### config.mk
export PLATFORM = sky130hd
export DESIGN_NAME = sram_axi_arbiter
export DESIGN_NICKNAME = d
export VERILOG_FILES = /design/src/rtl/axi_pkg.sv /design/src/rtl/axi_wr_ctrl.sv /design/src/rtl/sram_axi_arbiter.sv
export SDC_FILE = /design/constraint.sdc
export NUM_CORES = 1
export LEC_CHECK = 0
export CORE_AREA = 5 5 164 166
export DETAILED_ROUTE_END_ITERATION = 10
export DIE_AREA = 0 0 169 171
export PLACE_DENSITY = 0.58
export SYNTH_ARGS = -nofsm -noshare
export SYNTH_HDL_FRONTEND = slang
export SYNTH_HIERARCHICAL = 1
export SYNTH_SLANG_ARGS = --single-unit
### constraint.sdc
create_clock -name clk -period 5.9 [get_ports clk]
set_input_delay 1.18 -clock clk [delete_from_list [all_inputs] [get_ports clk]]
set_output_delay 1.18 -clock clk [all_outputs]
set_load 0.02 [all_outputs]
### src/rtl/axi_pkg.sv
// Shared constants and state types for the SRAM-like to AXI bridge.
package axi_pkg;

    localparam logic [3:0] ID_INST    = 4'd0;
    localparam logic [3:0] ID_DATA    = 4'd1;
    localparam logic [1:0] BURST_INCR = 2'b01;
    localparam logic [7:0] LEN_SINGLE = 8'd0;

    typedef enum logic {AR_IDLE, AR_SEND} rd_state_t;
    typedef enum logic [1:0] {W_IDLE, W_SEND, W_RESP} wr_state_t;

    // SRAM-like size (bytes = 1 << size) maps straight onto AxSIZE.
    function automatic logic [2:0] axi_size(input logic [1:0] size);
        return {1'b0, size};
    endfunction

endpackage

### src/rtl/axi_wr_ctrl.sv
// Write path: accepts one data-port write, issues AW and W together, waits for B.
module axi_wr_ctrl
    import axi_pkg::*;
(
    input  logic        clk,
    input  logic        rst,
    input  logic        data_req,
    input  logic        data_wr,
    input  logic [1:0]  data_size,
    input  logic [31:0] data_addr,
    input  logic [3:0]  data_wstrb,
    input  logic [31:0] data_wdata,
    input  logic        rd_pend_data,
    input  logic        rd_grant_data,
    input  logic        awready,
    input  logic        wready,
    input  logic        bvalid,
    output logic        accept,
    output logic        wr_pend,
    output logic [31:0] awaddr,
    output logic [2:0]  awsize,
    output logic        awvalid,
    output logic [31:0] wdata,
    output logic [3:0]  wstrb,
    output logic        wvalid,
    output logic        bready,
    output wr_state_t   state
);

    // Valid/ready: a channel's fields are held stable while its valid is high;
    // the transfer happens on the edge where valid and ready are both high.
    assign accept = (state == W_IDLE) & data_req & data_wr & ~rd_pend_data
                  & ~wr_pend & ~rd_grant_data;

    always_ff @(posedge clk or posedge rst) begin
        if (rst) begin
            state   <= W_IDLE;
            wr_pend <= 1'b0;
            awaddr  <= '0;
            awsize  <= '0;
            awvalid <= 1'b0;
            wdata   <= '0;
            wstrb   <= '0;
            wvalid  <= 1'b0;
            bready  <= 1'b0;
        end else begin
            case (state)
                W_IDLE: begin
                    if (accept) begin
                        awaddr  <= data_addr;
                        awsize  <= axi_size(data_size);
                        wdata   <= data_wdata;
                        wstrb   <= data_wstrb;
                        awvalid <= 1'b1;
                        wvalid  <= 1'b1;
                        wr_pend <= 1'b1;
                        state   <= W_SEND;
                    end
                end
                W_SEND: begin
                    if (awready) awvalid <= 1'b0;
                    if (wready)  wvalid  <= 1'b0;
                    // AW and W may complete in either order or together.
                    if ((~awvalid | awready) & (~wvalid | wready)) begin
                        bready <= 1'b1;
                        state  <= W_RESP;
                    end
                end
                W_RESP: begin
                    if (bvalid) begin
                        bready  <= 1'b0;
                        wr_pend <= 1'b0;
                        state   <= W_IDLE;
                    end
                end
                default: state <= W_IDLE;
            endcase
        end
    end

endmodule

### src/rtl/sram_axi_arbiter.sv
// Shares one AXI master between the fetch (ID 0) and data (ID 1) SRAM-like ports.
module sram_axi_arbiter
    import axi_pkg::*;
(
    input  logic        clk,
    input  logic        reset,
    input  logic        inst_sram_req,
    input  logic        inst_sram_wr,
    input  logic [1:0]  inst_sram_size,
    input  logic [31:0] inst_sram_addr,
    input  logic [3:0]  inst_sram_wstrb,
    input  logic [31:0] inst_sram_wdata,
    output logic        inst_sram_addr_ok,
    output logic        inst_sram_data_ok,
    output logic [31:0] inst_sram_rdata,
    input  logic        data_sram_req,
    input  logic        data_sram_wr,
    input  logic [1:0]  data_sram_size,
    input  logic [31:0] data_sram_addr,
    input  logic [3:0]  data_sram_wstrb,
    input  logic [31:0] data_sram_wdata,
    output logic        data_sram_addr_ok,
    output logic        data_sram_data_ok,
    output logic [31:0] data_sram_rdata,
    output logic [3:0]  arid,
    output logic [31:0] araddr,
    output logic [7:0]  arlen,
    output logic [2:0]  arsize,
    output logic [1:0]  arburst,
    output logic [1:0]  arlock,
    output logic [3:0]  arcache,
    output logic [2:0]  arprot,
    output logic        arvalid,
    input  logic        arready,
    input  logic [3:0]  rid,
    input  logic [31:0] rdata,
    input  logic [1:0]  rresp,
    input  logic        rlast,
    input  logic        rvalid,
    output logic        rready,
    output logic [3:0]  awid,
    output logic [31:0] awaddr,
    output logic [7:0]  awlen,
    output logic [2:0]  awsize,
    output logic [1:0]  awburst,
    output logic [1:0]  awlock,
    output logic [3:0]  awcache,
    output logic [2:0]  awprot,
    output logic        awvalid,
    input  logic        awready,
    output logic [3:0]  wid,
    output logic [31:0] wdata,
    output logic [3:0]  wstrb,
    output logic        wlast,
    output logic        wvalid,
    input  logic        wready,
    input  logic [3:0]  bid,
    input  logic [1:0]  bresp,
    input  logic        bvalid,
    output logic        bready,
    output rd_state_t   dbg_rd_state,
    output wr_state_t   dbg_wr_state
);

    rd_state_t  rd_state;
    logic [1:0] rd_pend;
    logic       wr_pend, wr_accept, grant_data_rd, grant_inst_rd, r_inst, r_data;
    logic       unused;

    assign unused = ^{inst_sram_wr, inst_sram_wstrb, inst_sram_wdata, rresp, rlast, bid, bresp};

    // Data reads win; a data read also waits out any pending data write (and vice versa).
    assign grant_data_rd = (rd_state == AR_IDLE) & data_sram_req & ~data_sram_wr
                         & ~rd_pend[1] & ~wr_pend;
    assign grant_inst_rd = (rd_state == AR_IDLE) & ~grant_data_rd & inst_sram_req & ~rd_pend[0];
    assign r_inst = rvalid & (rid == ID_INST);
    assign r_data = rvalid & (rid == ID_DATA);

    always_ff @(posedge clk or posedge reset) begin
        if (reset) begin
            rd_state <= AR_IDLE;
            rd_pend  <= 2'b00;
            arid     <= ID_INST;
            araddr   <= '0;
            arsize   <= '0;
            arvalid  <= 1'b0;
        end else begin
            case (rd_state)
                AR_IDLE: begin
                    if (grant_data_rd) begin
                        arid     <= ID_DATA;
                        araddr   <= data_sram_addr;
                        arsize   <= axi_size(data_sram_size);
                        arvalid  <= 1'b1;
                        rd_state <= AR_SEND;
                    end else if (grant_inst_rd) begin
                        arid     <= ID_INST;
                        araddr   <= inst_sram_addr;
                        arsize   <= axi_size(inst_sram_size);
                        arvalid  <= 1'b1;
                        rd_state <= AR_SEND;
                    end
                end
                AR_SEND: begin
                    if (arready) begin
                        arvalid  <= 1'b0;
                        rd_state <= AR_IDLE;
                    end
                end
                default: rd_state <= AR_IDLE;
            endcase
            // A grant only targets an idle ID, so set and clear never collide on one bit.
            rd_pend[0] <= grant_inst_rd | (rd_pend[0] & ~r_inst);
            rd_pend[1] <= grant_data_rd | (rd_pend[1] & ~r_data);
        end
    end

    axi_wr_ctrl u_wr (
        .clk          (clk),
        .rst          (reset),
        .data_req     (data_sram_req),
        .data_wr      (data_sram_wr),
        .data_size    (data_sram_size),
        .data_addr    (data_sram_addr),
        .data_wstrb   (data_sram_wstrb),
        .data_wdata   (data_sram_wdata),
        .rd_pend_data (rd_pend[1]),
        .rd_grant_data(grant_data_rd),
        .awready      (awready),
        .wready       (wready),
        .bvalid       (bvalid),
        .accept       (wr_accept),
        .wr_pend      (wr_pend),
        .awaddr       (awaddr),
        .awsize       (awsize),
        .awvalid      (awvalid),
        .wdata        (wdata),
        .wstrb        (wstrb),
        .wvalid       (wvalid),
        .bready       (bready),
        .state        (dbg_wr_state)
    );

    assign inst_sram_addr_ok = grant_inst_rd;
    assign data_sram_addr_ok = grant_data_rd | wr_accept;
    assign inst_sram_data_ok = r_inst;
    assign data_sram_data_ok = r_data | (bvalid & bready);
    assign inst_sram_rdata   = rdata;
    assign data_sram_rdata   = rdata;

    assign arlen   = LEN_SINGLE;
    assign arburst = BURST_INCR;
    assign arlock  = 2'b00;
    assign arcache = 4'b0000;
    assign arprot  = 3'b000;
    assign rready  = 1'b1;
    assign awid    = ID_DATA;
    assign awlen   = LEN_SINGLE;
    assign awburst = BURST_INCR;
    assign awlock  = 2'b00;
    assign awcache = 4'b0000;
    assign awprot  = 3'b000;
    assign wid     = ID_DATA;
    assign wlast   = 1'b1;
    assign dbg_rd_state = rd_state;

endmodule
==> results of run 1 <==
==> final timing paths <==
check	end	slack, ns	depth (start not counted)
min reg2reg	arid[0]	0.47	2
max in group asynchronous	u_wr/wdata[16]	3.64	3
max	data_sram_addr_ok	1.43	6
max reg2reg	u_wr/awsize[1]	2.93	7
min	arid[0]	0.47	2
min in group asynchronous	u_wr/awaddr[0]	1.24	2
==> per-stage QoR <==
step	util	hold slack, ns	worst slack [ns]
after floorplan	-	0.505	2.01
after global placement	0.308	0.465	1.41
after detailed placement	0.308	0.466	1.37
after CTS	0.331	0.480	1.38
after global routing	0.331	0.503	1.31
final	0.331	0.474	1.43
==> sequential cells by signal (all words and copies together) (netlist names), 2 cells and up <==
| signal | count |
|---|---|
| u_wr/awsize | 2 |
| u_wr/wstrb | 4 |
| araddr | 32 |
| u_wr/wdata | 32 |
| rd_pend | 2 |
| arsize | 2 |
| u_wr/state | 2 |
| u_wr/awaddr | 32 |
==> power groups by stage <==
stage	clock network, mW	registers (mW)	logic (mW)
2_1_floorplan	0	1.88	0.745
3_5_place_dp	0	1.42	2.16
4_1_cts	1.08	1.41	2.17
5_1_grt	1.12	1.46	2.26
3_3_place_gp	0	1.40	2.15
6_report	1.03	1.40	2.13
==> cells in the mapped netlist, drive strengths merged <==
library cell / count
conb: 3
clkbuf: 1
buf: 131
or4b: 2
nand2: 13
o22ai: 1
o21ai: 2
nor2b: 2
and3b: 1
nand2b: 3
nand3b: 2
nor3b: 1
or2b: 1
dfrtp: 115
nor3: 2
o31ai: 1
or3b: 1
a21oi: 2
inv: 6
nand3: 3
nor2: 3
nor4: 1
mux2: 138
a21o: 1
or4: 1
==> cell type report <==
type	instances	area [um^2]	share of cell area
sequential	115	2880	0.342
timing repair buffer	239	2380	0.282
multi-input combinational	234	2140	0.254
clock buffer	21	480	0.0570
tap	335	419	0.0498
clock inverter	9	105	0.0125
inverter	6	23.8	0.00282
==> worst max-delay path, stage by stage <==
cell                              delay (ns)
sky130_fd_sc_hd__clkdlybuf4s50_1        0.48
sky130_fd_sc_hd__nand2b_1               0.06
sky130_fd_sc_hd__or4_4                  0.41
sky130_fd_sc_hd__buf_4                  0.33
sky130_fd_sc_hd__nand2b_1               0.17
sky130_fd_sc_hd__clkdlybuf4s50_1        0.64
==> layer usage <==
layer | wire length (um) | vias up | part of all wire
met5 | 21 | - | 0.0013
met4 | 298 | 4 | 0.019
met3 | 1790 | 34 | 0.11
met2 | 7340 | 181 | 0.46
met1 | 6500 | 1777 | 0.41
li1 | - | 1669 | -
==> kinds of logic after synthesis <==
| group | count (synthesis) |
|---|---|
| buffers and inverters | 138 |
| flip-flops | 115 |
| AND/OR/NAND/NOR | 36 |
| multiplexers | 138 |
| AO/OA/AOI/OAI | 7 |
| other | 3 |
==> flow_summary_export.csv, run 1 <==
group,metric,value,unit
outcome,outcome,"finished clean",
grt,antenna_found_initial,2,
sta,final.min_clock_period,4.47,ns
yosys,area_share_of_and_or_nand_nor_cells_after_synthesis,0.0383,
placed_design,gp_routability_congestion,0.683,
setup_path,end_kind,"primary output",
grt,globalRoute.totalOverflow,0,
clock_tree,post_cts_resize_count,0,
detailed_routing,route.detailed.drc,0,
sta,fin_crit_sh,0.757,
grt,wire_length_of_the_first_global_routing_pass,23900,um
layout,layout.cells.most_common,"sky130_fd_sc_hd__clkdlybuf4s50_1",
yosys,netlist.area_leader.share,0.489,
floorplanning,rows,59,
clock_tree,post_cts_buffers,0,
setup_path,critPathKind,"primary input to primary output",
hold_path,worstHoldStart,"arid[0]",
detailed_routing,dr_total_vias,3665,
floorplanning,die_width,169,um
sta,report.final.setup_viol,0,
setup_path,timing.rr.start,"dbg_rd_state",
yosys,synthDistinctLibCells,32,
yosys,synth_top_family_by_area,"multiplexers",
yosys,post_synth_mux_area_share,0.283,
power,power.share.sequential,0.307,
setup_path,crit_fanout,38,
yosys,synth.area.top_cells,"sky130_fd_sc_hd__dfrtp_1, sky130_fd_sc_hd__buf_4, sky130_fd_sc_hd__mux2_1, sky130_fd_sc_hd__mux2_4, sky130_fd_sc_hd__mux2_2",
sta,timing.max_slew.rel_slack,0.334,
yosys,fraction_of_the_yosys_area_taken_by_sequential_cells,0.489,
sta,finalClockSkew,0.0139,ns
sta,final_slew_viol_count,0,
layout,finalInstanceArea,8420,um^2
floorplanning,overall_die_area,28900,um^2
power,tot_pwr,4.57,mW
grt,grt.total_usage,0.109,
yosys,yosysWarningCount,6,
placed_design,place.port_buffers,233,
clock_tree,ctsHoldBuffers,0,
detailed_routing,wl_per_cell,16.6,um
clock_tree,clock_tree.htree_level_count,4,
yosys,post_synthesis_compound_gate_area_fraction,0.00702,
yosys,synthesis.area_per_instance,13.5,um^2
power,internal-power,3.01,mW
detailed_routing,routed_wirelength,15900,um
power,cellLeakagePower,3.69,nW
placed_design,placed_cells,929,
grt,grtUsageMet3,0.0573,
power,net-switching-power,1.55,mW
layout,num-fill-cells,2590,
sta,max_freq,224,MHz
grt,first_global_vias,4046,
sta,fin_setup_tns,0,ns
sta,transition_at_the_pin_with_the_smallest_max_transition_slack,0.997,ns
layout,layout-drive-gt1-share,0.178,
grt,gr-usage-met2,0.172,
yosys,synth_top_cell_by_area,"sky130_fd_sc_hd__dfrtp_1",
run,cap_viol_max_count,0,
setup_path,cp_data_arrival_time,3.29,ns
placed_design,post_dp_cell_area,7840,um^2
yosys,synth.ff_latch_count,115,
detailed_routing,postRouteAntennaNets,0,
power,pwr_density_cell,542,nW/um^2
clock_tree,clk_pin_slew_worst_paths,0.05,ns
power,power.switching_fraction,0.340,
layout,area_added_between_synthesis_and_finish,43.2,%
setup_path,cp-startpoint,"data_sram_req",
setup_path,timing.critical_path.required,4.72,ns
sta,grt_setup_unrepaired,"no",
yosys,yosys.area_share.xor_xnor,0,
power,peakVddDrop,200,uV
detailed_routing,first_iter_violations,69,
detailed_routing,first_pass_iters,4,
grt,grt.met1_usage,0.126,
hold_path,hp-class,"flip-flop to flip-flop",
clock_tree,clk_latency,0.41,ns
floorplanning,fp.dieH,171,um
power,power.share.clock,0.227,
placed_design,dp.final_hpwl,11500,um
clock_tree,cts_buffers,17,
yosys,mappedNetlistArea,5880,um^2
layout,fin_nets,809,
clock_tree,tritoncts,"built",
layout,layout.cells.most_common_list,"sky130_fd_sc_hd__clkdlybuf4s50_1, sky130_fd_sc_hd__dfrtp_1, sky130_fd_sc_hd__mux2_1",
clock_tree,clock_tree.root_cell,"sky130_fd_sc_hd__clkbuf_16",
grt,grt_start_max_net_pins,41,
floorplanning,area_of_the_core,25500,um^2
setup_path,crit_path_start_kind,"primary input",
yosys,postSynthCellCount,437,
layout,final_cells,959,
clock_tree,clock_sinks,115,
floorplanning,start_util,0.231,
layout,insertedDiodeCount,0,
power,comb_power_share,0.466,
detailed_routing,post_drt_via_cell_ratio,3.82,
clock_tree,clock_tree.buffer_depth,2,
yosys,yosys.area_share.adder,0,
sta,count_of_final_hold_check_violations,0,
floorplanning,ios,429,
grt,highest_utilization_routing_layer_at_the_global_route_stage,"met2",
No activity file was read; power rests on OpenSTA's default activity.
==> inputs of run 2 (changes only) <==
--- a/config.mk
+++ b/config.mk
@@ -5,10 +5,10 @@
 export SDC_FILE = /design/constraint.sdc
 export NUM_CORES = 1
 export LEC_CHECK = 0
-export CORE_AREA = 5 5 164 166
+export CORE_AREA = 5 5 166 168
 export DETAILED_ROUTE_END_ITERATION = 10
-export DIE_AREA = 0 0 169 171
-export PLACE_DENSITY = 0.58
+export DIE_AREA = 0 0 171 173
+export PLACE_DENSITY = 0.57
 export SYNTH_ARGS = -nofsm -noshare
 export SYNTH_HDL_FRONTEND = slang
 export SYNTH_HIERARCHICAL = 1
==> constraint.sdc (replaced) <==
create_clock -name clk -period 4.4 [get_ports clk]
set_input_delay 0.88 -clock clk [delete_from_list [all_inputs] [get_ports clk]]
set_output_delay 0.88 -clock clk [all_outputs]
set_load 0.02 [all_outputs]
==> flow_summary_export.csv, run 2 (synthesis gave the netlist of run 1 again) <==
group,metric,value,unit
power,power.share.sequential,0.307,
floorplanning,start_util,0.228,
sta,timing.max_slew.rel_slack,0.355,
sta,grt_setup_unrepaired,"no",
grt,antenna_found_initial,1,
clock_tree,post_cts_resize_count,0,
clock_tree,clock_tree.root_cell,"sky130_fd_sc_hd__clkbuf_16",
clock_tree,tritoncts,"built",
sta,finalClockSkew,0.00940,ns
power,peakVddDrop,313,uV
power,comb_power_share,0.466,
grt,first_global_vias,4055,
grt,grt_start_max_net_pins,52,
layout,fin_nets,810,
sta,fin_setup_tns,0,ns
power,tot_pwr,6.14,mW
detailed_routing,route.detailed.drc,0,
clock_tree,ctsHoldBuffers,0,
power,internal-power,4.06,mW
layout,num-fill-cells,2614,
power,cellLeakagePower,3.71,nW
detailed_routing,first_pass_iters,4,
layout,insertedDiodeCount,0,
layout,final_cells,962,
placed_design,dp.final_hpwl,11500,um
layout,layout.cells.most_common_list,"sky130_fd_sc_hd__clkdlybuf4s50_1, sky130_fd_sc_hd__dfrtp_1, sky130_fd_sc_hd__mux2_1",
setup_path,crit_path_start_kind,"primary input",
floorplanning,fp.dieH,173,um
sta,fin_crit_sh,0.869,
floorplanning,overall_die_area,29600,um^2
grt,wire_length_of_the_first_global_routing_pass,24500,um
clock_tree,clk_latency,0.40,ns
power,power.share.clock,0.228,
clock_tree,cts_buffers,17,
placed_design,gp_routability_congestion,0.686,
sta,transition_at_the_pin_with_the_smallest_max_transition_slack,0.967,ns
sta,final.min_clock_period,3.82,ns
power,net-switching-power,2.08,mW
sta,max_freq,262,MHz
layout,layout-drive-gt1-share,0.177,
power,power.switching_fraction,0.339,
setup_path,end_kind,"primary output",
detailed_routing,wl_per_cell,16.6,um
floorplanning,die_width,171,um
clock_tree,post_cts_buffers,0,
sta,report.final.setup_viol,0,
sta,worst_hold_slack,0.483,ns
placed_design,place.port_buffers,233,
floorplanning,area_of_the_core,25800,um^2
layout,area_added_between_synthesis_and_finish,43.6,%
outcome,outcome,"finished clean",
power,pwr_density_cell,727,nW/um^2
clock_tree,clk_pin_slew_worst_paths,0.05,ns
grt,grt.total_usage,0.108,
grt,globalRoute.totalOverflow,0,
setup_path,critical_path_cell_sequence,"clkdlybuf4s50_1 > nand2b_1 > or4_4 > buf_4 > nand2b_1 > clkdlybuf4s50_1",
detailed_routing,post_drt_via_cell_ratio,3.78,
layout,largest_registers_in_the_final_layout,"araddr: 32 flops, u_wr/awaddr: 32 flops, u_wr/wdata: 32 flops",
setup_path,crit_fanout,38,
clock_tree,clock_tree.buffer_depth,2,
hold_path,hp-class,"flip-flop to flip-flop",
detailed_routing,first_iter_violations,92,
layout,layout.cells.most_common,"sky130_fd_sc_hd__clkdlybuf4s50_1",
clock_tree,clock_tree.htree_level_count,4,
setup_path,worst_path_largest_cell_delay,0.63,ns
setup_path,cp_data_arrival_time,2.94,ns
detailed_routing,routed_wirelength,16000,um
detailed_routing,postRouteAntennaNets,0,
placed_design,placed_cells,930,
clock_tree,clock_sinks,115,
setup_path,timing.critical_path.required,3.52,ns
sta,count_of_final_hold_check_violations,0,
floorplanning,rows,59,
floorplanning,ios,429,
run,cap_viol_max_count,0,
sta,final_slew_viol_count,0,
setup_path,crit_path_top_delay_cell,"sky130_fd_sc_hd__clkdlybuf4s50_1",
detailed_routing,dr_total_vias,3639,
setup_path,critPathKind,"primary input to primary output",
run 2: cell count changes in the layout (fill, tap and decap cells not counted):
cell	delta
sky130_fd_sc_hd__bufinv_16	+1
sky130_fd_sc_hd__clkinv_2	+3
sky130_fd_sc_hd__clkbuf_1	+3
sky130_fd_sc_hd__clkinvlp_4	-2
sky130_fd_sc_hd__buf_12	+1
sky130_fd_sc_hd__clkbuf_8	-3
run 2: layer usage:
layer | routed length, um | share of wire | track usage
met1 | 6020 | 0.38 | 0.119
met2 | 7930 | 0.50 | 0.182
met3 | 1800 | 0.11 | 0.0541
met4 | 236 | 0.015 | 0.0324
met5 | 13 | 0.00081 | 0
run 2: cell type report:
cell class	instances	area [um^2]	area share
sequential	115	2880	0.341
timing repair buffer	240	2400	0.284
multi-input combinational	234	2140	0.253
clock buffer	21	450	0.0534
tap	335	419	0.0497
clock inverter	11	135	0.0160
inverter	6	23.8	0.00282
run 2: power by group through the flow:
stage          Sequential, mW  Clock (mW)  Combinational [mW]
2_1_floorplan            2.52           0               0.999
3_3_place_gp             1.89           0                2.89
3_5_place_dp             1.90           0                2.90
4_1_cts                  1.89        1.46                2.91
5_1_grt                  1.97        1.51                3.04
6_report                 1.88        1.40                2.86
run 2: worst paths after layout:
check	start	to	slack [ns]	cells after the start
worst max-delay path	data_sram_req	data_sram_addr_ok	0.58	6
worst min-delay path	arid[0]	arid[0]	0.48	2
worst max register to register	dbg_rd_state	u_wr/awsize[1]	1.44	7
worst min register to register	arid[0]	arid[0]	0.48	2
max in group asynchronous	reset	araddr[20]	2.71	2
min in group asynchronous	reset	u_wr/awaddr[2]	0.89	2
run 2: metrics by stage:
stage | util | cell area (um^2) | setup slack [ns]
finish | 0.328 | 8440 | 0.577
global route | 0.328 | 8440 | 0.490
CTS | 0.328 | 8440 | 0.526
detailed placement | 0.305 | 7860 | 0.527
global placement | 0.305 | 7860 | 0.522
floorplan | - | 6070 | 1.11
run 2: critical path, delay by kind of cell:
family | cells | cell delay (ns)
and+or+nand+nor | 3 | 0.61
buffers and inverters | 3 | 1.44
